`src/rtl/mont_inv_sched.sv`:
```
// mont_inv_sched: round-robin front end that lets NREQ pairing controllers
// take turns loading and launching the single shared Montgomery inverter.
//
// Word handshake: a word transfers on a rising edge where the granted
// requester holds I_WVALID[g]=1 and O_WREADY[g]=1. Valid may rise before
// ready and must hold its address/data/last until that edge. Ready is only
// ever driven on the granted bit and only while loading.
module mont_inv_sched #(
  parameter int NREQ      = 4,
  parameter int W         = 384,
  parameter int AW        = 9,
  parameter int MAXW      = 8,
  parameter int LAUNCH_TO = 16
) (
  input  logic              clk,
  input  logic              rstn,
  input  logic [NREQ-1:0]   I_REQ,
  input  logic [NREQ-1:0]   I_WVALID,
  input  logic [NREQ-1:0]   I_WLAST,
  input  logic [NREQ*AW-1:0] I_WADDR,
  input  logic [NREQ*W-1:0] I_WDATA,
  output logic [NREQ-1:0]   O_WREADY,
  output logic [NREQ-1:0]   O_GNT,
  output logic [NREQ-1:0]   O_DONE,
  output logic              O_ERR,
  output logic              O_BUSY,
  output logic              O_INV_START,
  output logic [AW-1:0]     O_INV_WADDR,
  output logic [W-1:0]      O_INV_WDATA,
  input  logic              I_INV_BUSY,
  output logic [2:0]        O_STATE
);

  localparam int GW = (NREQ > 1) ? $clog2(NREQ) : 1;
  localparam int CW = $clog2(MAXW + 1);
  localparam int TW = $clog2(LAUNCH_TO + 1);

  localparam logic [2:0] S_IDLE   = 3'd0;
  localparam logic [2:0] S_ARB    = 3'd1;
  localparam logic [2:0] S_LOAD   = 3'd2;
  localparam logic [2:0] S_LAUNCH = 3'd3;
  localparam logic [2:0] S_RUN    = 3'd4;
  localparam logic [2:0] S_DONE   = 3'd5;

  logic [2:0]      state;
  logic [GW-1:0]   rr_ptr;
  logic [GW-1:0]   gidx;
  logic [NREQ-1:0] gnt;
  logic [CW-1:0]   wcnt;
  logic [TW-1:0]   tcnt;
  logic            start_q;
  logic [AW-1:0]   waddr_q;
  logic [W-1:0]    wdata_q;

  logic            arb_found;
  logic [GW-1:0]   arb_idx;
  logic [GW:0]     arb_j;

  logic            sel_valid;
  logic            sel_last;
  logic [AW-1:0]   sel_addr;
  logic [W-1:0]    sel_data;
  logic            accept;
  logic            last_word;
  logic            timeout;

  // Cyclic search for the first requester at or after rr_ptr.
  always_comb begin
    arb_found = 1'b0;
    arb_idx   = '0;
    arb_j     = '0;
    for (int i = 0; i < NREQ; i++) begin
      arb_j = {1'b0, rr_ptr} + (GW+1)'(i);
      if (arb_j >= (GW+1)'(NREQ)) arb_j = arb_j - (GW+1)'(NREQ);
      if (!arb_found && I_REQ[arb_j[GW-1:0]]) begin
        arb_found = 1'b1;
        arb_idx   = arb_j[GW-1:0];
      end
    end
  end

  // Granted requester's word channel, plus transfer/termination decode.
  always_comb begin
    sel_valid = I_WVALID[gidx];
    sel_last  = I_WLAST[gidx];
    sel_addr  = I_WADDR[gidx*AW +: AW];
    sel_data  = I_WDATA[gidx*W +: W];
    accept    = (state == S_LOAD) && sel_valid;
    // The MAXW-th word ends the job even without a last marker.
    last_word = sel_last || (wcnt == CW'(MAXW - 1));
    // Counter only advances once start is low, so the match lands exactly
    // LAUNCH_TO cycles after the start fall.
    timeout   = (state == S_LAUNCH) && !I_INV_BUSY && (tcnt == TW'(LAUNCH_TO));
  end

  // Job sequencing, grant/pointer bookkeeping and the registered inverter bus.
  always_ff @(posedge clk or negedge rstn) begin
    if (!rstn) begin
      state   <= S_IDLE;
      rr_ptr  <= '0;
      gidx    <= '0;
      gnt     <= '0;
      wcnt    <= '0;
      tcnt    <= '0;
      start_q <= 1'b0;
      waddr_q <= '0;
      wdata_q <= '0;
    end else begin
      case (state)
        S_IDLE: begin
          if (|I_REQ) state <= S_ARB;
        end
        S_ARB: begin
          wcnt <= '0;
          if (arb_found) begin
            gidx  <= arb_idx;
            gnt   <= NREQ'(1) << arb_idx;
            state <= S_LOAD;
          end else begin
            state <= S_IDLE;
          end
        end
        S_LOAD: begin
          // Gap cycles leave start high and the bus untouched, so the
          // inverter harmlessly rewrites the same word.
          if (accept) begin
            waddr_q <= sel_addr;
            wdata_q <= sel_data;
            start_q <= 1'b1;
            wcnt    <= wcnt + CW'(1);
            if (last_word) begin
              tcnt  <= '0;
              state <= S_LAUNCH;
            end
          end
        end
        S_LAUNCH: begin
          start_q <= 1'b0;
          if (!start_q) tcnt <= tcnt + TW'(1);
          if (I_INV_BUSY) state <= S_RUN;
          else if (tcnt == TW'(LAUNCH_TO)) state <= S_DONE;
        end
        S_RUN: begin
          if (!I_INV_BUSY) state <= S_DONE;
        end
        S_DONE: begin
          gnt    <= '0;
          rr_ptr <= (gidx == GW'(NREQ - 1)) ? '0 : gidx + GW'(1);
          state  <= S_IDLE;
        end
        default: state <= S_IDLE;
      endcase
    end
  end

  // Output decode from registered state only (plus busy for the error pulse).
  always_comb begin
    O_GNT       = gnt;
    O_WREADY    = (state == S_LOAD) ? gnt : '0;
    O_DONE      = (state == S_DONE) ? gnt : '0;
    O_ERR       = timeout;
    O_BUSY      = (state != S_IDLE);
    O_INV_START = start_q;
    O_INV_WADDR = waddr_q;
    O_INV_WDATA = wdata_q;
    O_STATE     = state;
  end

endmodule

```
`config.mk`:
```
export PLATFORM = sky130hd
export DESIGN_NAME = mont_inv_sched
export DESIGN_NICKNAME = d
export VERILOG_FILES = /design/src/rtl/mont_inv_sched.sv
export SDC_FILE = /design/constraint.sdc
export NUM_CORES = 1
export LEC_CHECK = 0
export BUFFER_PORTS_ARGS = -buffer_cell sky130_fd_sc_hd__buf_4
export CAP_MARGIN = 10
export CORE_AREA = 2 2 784 786
export CTS_CLUSTER_SIZE = 28
export DETAILED_ROUTE_END_ITERATION = 10
export DIE_AREA = 0 0 786 788
export GPL_TIMING_DRIVEN = 1
export PLACE_DENSITY = 0.3
export SLEW_MARGIN = 20
export SYNTH_ARGS = -nofsm -noshare
export SYNTH_HDL_FRONTEND = slang
export SYNTH_SLANG_ARGS = --single-unit
```
`constraint.sdc`:
```
create_clock -name clk -period 2.02 [get_ports clk]
set_clock_uncertainty 0.05 [all_clocks]
set_input_delay 0.101 -clock clk [delete_from_list [all_inputs] [get_ports clk]]
set_output_delay 0.101 -clock clk [all_outputs]
set_load 0.1 [all_outputs]
```
==> results.yml <==
outcome:
  status: "finished with violations"
  violations: "setup timing"
drt:
  drt_iter0_drc: 2766
  firstDrtPassIters: 5
  vias_per_cell: 2.74
  post_drt_wl_per_cell_um: 33.0
  drc_errors: 0
  wl_mm: 476
  vias: 39400
  ant_nets: 0
critical_path:
  crit_type: "reg -> out"
  slowest_stage: "dfrtp_1"
  critPathLaunchType: "register"
  max_stage_delay_ns: 0.39
  critPathMaxFanout: 2
  critPathTopFamily: "buffers and inverters"
  end_kind: "output pin"
  cp_num_buf_inv: 3
  path_cells: "inv_2, ha_4, nor4bb_4, buf_4, nand3_4, nor2_4, buf_12"
  worst_ep_arrival_time_ns: 2.13
  cp.required_ns: 1.87
hold_path:
  hp-class: "in -> reg"
yosys:
  synth_edf_count: 0
  async_flop_share: 1.00
  synth_cell_types: 42
  synth_top_area_frac: 0.409
  avgSynthCellArea_um2: 11.1
  yosysSeqAreaShare: 0.409
  netlist.top_cell.by_area: "dfrtp_1"
  ys.flop_type: "dfrtp_1"
  synth_area_um2: 25300
  synth.area.top_cells: "dfrtp_1, mux4_2, nand2_1"
  yosys_warnings: 0
  synth_nets: 3864
  synthCells: 2273
  ys_ff_latch: 414
timing:
  tns_ns: -43.77
  hold_viol: 0
  maxSlewHeadroom: 0.512
  grt_setup_unrepaired: "yes"
  fmax_mhz: 439
  slew_violations: 0
  fin_ws_ns: -0.257
  fin_crit_ns: 2.28
  worstMarginPinSlew_ns: 0.730
  fin_crit_sh: 1.13
  setup_viol: 397
global_route:
  antenna_found_initial: 522
  grt-ovfl-total: 0
  grt_usage: 0.146
  grt_first_pass_wirelength_mm: 563
  grt_max_degree: 64
  grt_pass1_vias: 40500
placement:
  gp_congestion: 1.05
  numPortBuffers: 1997
  place_worst_setup_slack_ns: -0.239
  placedCellCount: 12400
  dpl.hpwl_mm: 412
cts:
  clk_path_buf_depth: 4
  htree_levels: 3
  clk_pin_slew_ns: 0.06
  cts_tree: "built"
  cts.sink_count: 414
  root_buffer: "clkbuf_16"
  worstSkewPairLatency_ns: 0.79
  cts_inserted_buffers: 74
die:
  dieWidth_um: 786
  die_y_um: 788
  rows: 287
  design.core.area_um2: 610000
  initial_core_util: 0.0415
  dieArea_um2: 619000
  ios: 1998
pwr:
  powerDensity_nw_per_um2: 1480
  p_leak_nw: 33.4
  ir_worst_vdd_mv: 1.66
layout:
  layoutNonFillerInstCount: 14400
  area_delta_synth_final_pct: 207
  drive_gt1_frac: 0.567
  fin_nets: 7717
flow_run:
  cap_viol_max_count: 0
timing repair:
| action | 4_1_cts | 5_1_grt |
|---|---|---|
| hold endpoints to repair | 822 | 0 |
| hold buffers | 1590 | 0 |
| setup endpoints to repair | 406 | 407 |
| buffers inserted | 103 | 30 |
| resized for setup | 648 | 635 |
| gates cloned | 66 | 23 |
| pin swaps | 182 | 333 |
sequential cells by signal, indices dropped and copies added (netlist names), 2 cells and up:
name	flops
O_GNT	4
O_INV_WADDR	9
O_INV_WDATA	384
O_STATE	3
gidx	2
rr_ptr	2
tcnt	5
wcnt	4
synthesized netlist by cell type, types with 6 or more instances:
| master | instances |
|---|---|
| nand2_1 | 1191 |
| dfrtp_1 | 414 |
| mux4_2 | 395 |
| buf_2 | 95 |
| clkbuf_1 | 54 |
| buf_6 | 24 |
| nor2_1 | 11 |
| nand3_1 | 8 |
| inv_1 | 7 |
| buf_1 | 6 |
| o21ai_0 | 6 |
| o31ai_1 | 6 |
report_power, final:
group | total, W | switching (W) | internal, W
clock network | 0.0134 | 0.00561 | 0.00783
registers | 0.0157 | 0.00348 | 0.0122
logic | 0.0858 | 0.0582 | 0.0276
per-stage QoR:
stage | area [um2] | utilization | total power, W | hold WS, ns
final | 77600 | 0.127 | 0.115 | 0.195
after global routing | 77400 | 0.127 | 0.120 | 0.159
after CTS | 75000 | 0.123 | 0.113 | 0.0625
after detailed placement | 51700 | 0.0847 | 0.0842 | -0.0201
after global placement | 51700 | 0.0847 | 0.0843 | -0.0192
after floorplan | 25300 | - | 0.0568 | -0.245
path summary, 6_finish.rpt:
path,startpoint,endpoint,slack [ns],cells after the start
worst max register to register,gidx[0],O_INV_WDATA[179],-0.22,9
worst min-delay path,I_INV_BUSY,O_STATE[2],0.20,4
worst max-delay path,tcnt[1],O_ERR,-0.26,7
worst min register to register,O_INV_WDATA[206],O_INV_WDATA[206],0.42,2
max in group asynchronous,rstn,O_GNT[1],0.62,5
min in group asynchronous,rstn,O_INV_WDATA[343],0.68,4
placed cells by master (no fill, tap or decap), types with 6 or more instances in the layout:
cell type / count
buf_4: 2072
dlygate4sd3_1: 1589
nand2_1: 597
dfrtp_1: 404
mux4_2: 395
nand2_2: 364
nand2_4: 221
diode_2: 151
buf_12: 131
clkbuf_16: 96
buf_16: 75
buf_6: 47
buf_8: 22
clkbuf_1: 14
clkbuf_8: 13
nand2_8: 10
nor2_1: 9
clkinv_2: 9
dfrtp_2: 8
nand3_1: 7
o21ai_0: 6
o31ai_1: 6
worst reg2reg max path, cell delays in order (launching register included):
cell     delay (ns)
dfrtp_4        0.50
buf_6          0.13
buf_12         0.14
buf_16         0.17
buf_6          0.15
buf_8          0.12
buf_12         0.14
mux4_2         0.56
nand2_4        0.12
nand2_2        0.05
logic make-up after synthesis:
group,share of synthesized area
compound gates,0.00816
xor+xnor,0.00138
fa+ha+maj,0.00198
buf+inv,0.0394
flops,0.409
mux,0.352
simple gates,0.187
metal layers:
metal,up-vias,global-route usage,wire [um]
met5,-,0.00192,945
met4,124,0.0439,20000
met3,917,0.0571,48900
met2,2685,0.230,210000
met1,19700,0.183,196000
li1,16000,-,-
area by class of cell:
cell class	instances	area, um2
multi-input cells	1673	16800
clock buffers	103	2130
flip-flops and latches	414	10400
well taps	8092	10100
diodes	151	378
repair buffers	3956	37500
inverters	7	26.3
clock inverters	21	236
fillers	69600	533000
Note: power is estimated with default switching activity, not from simulation.
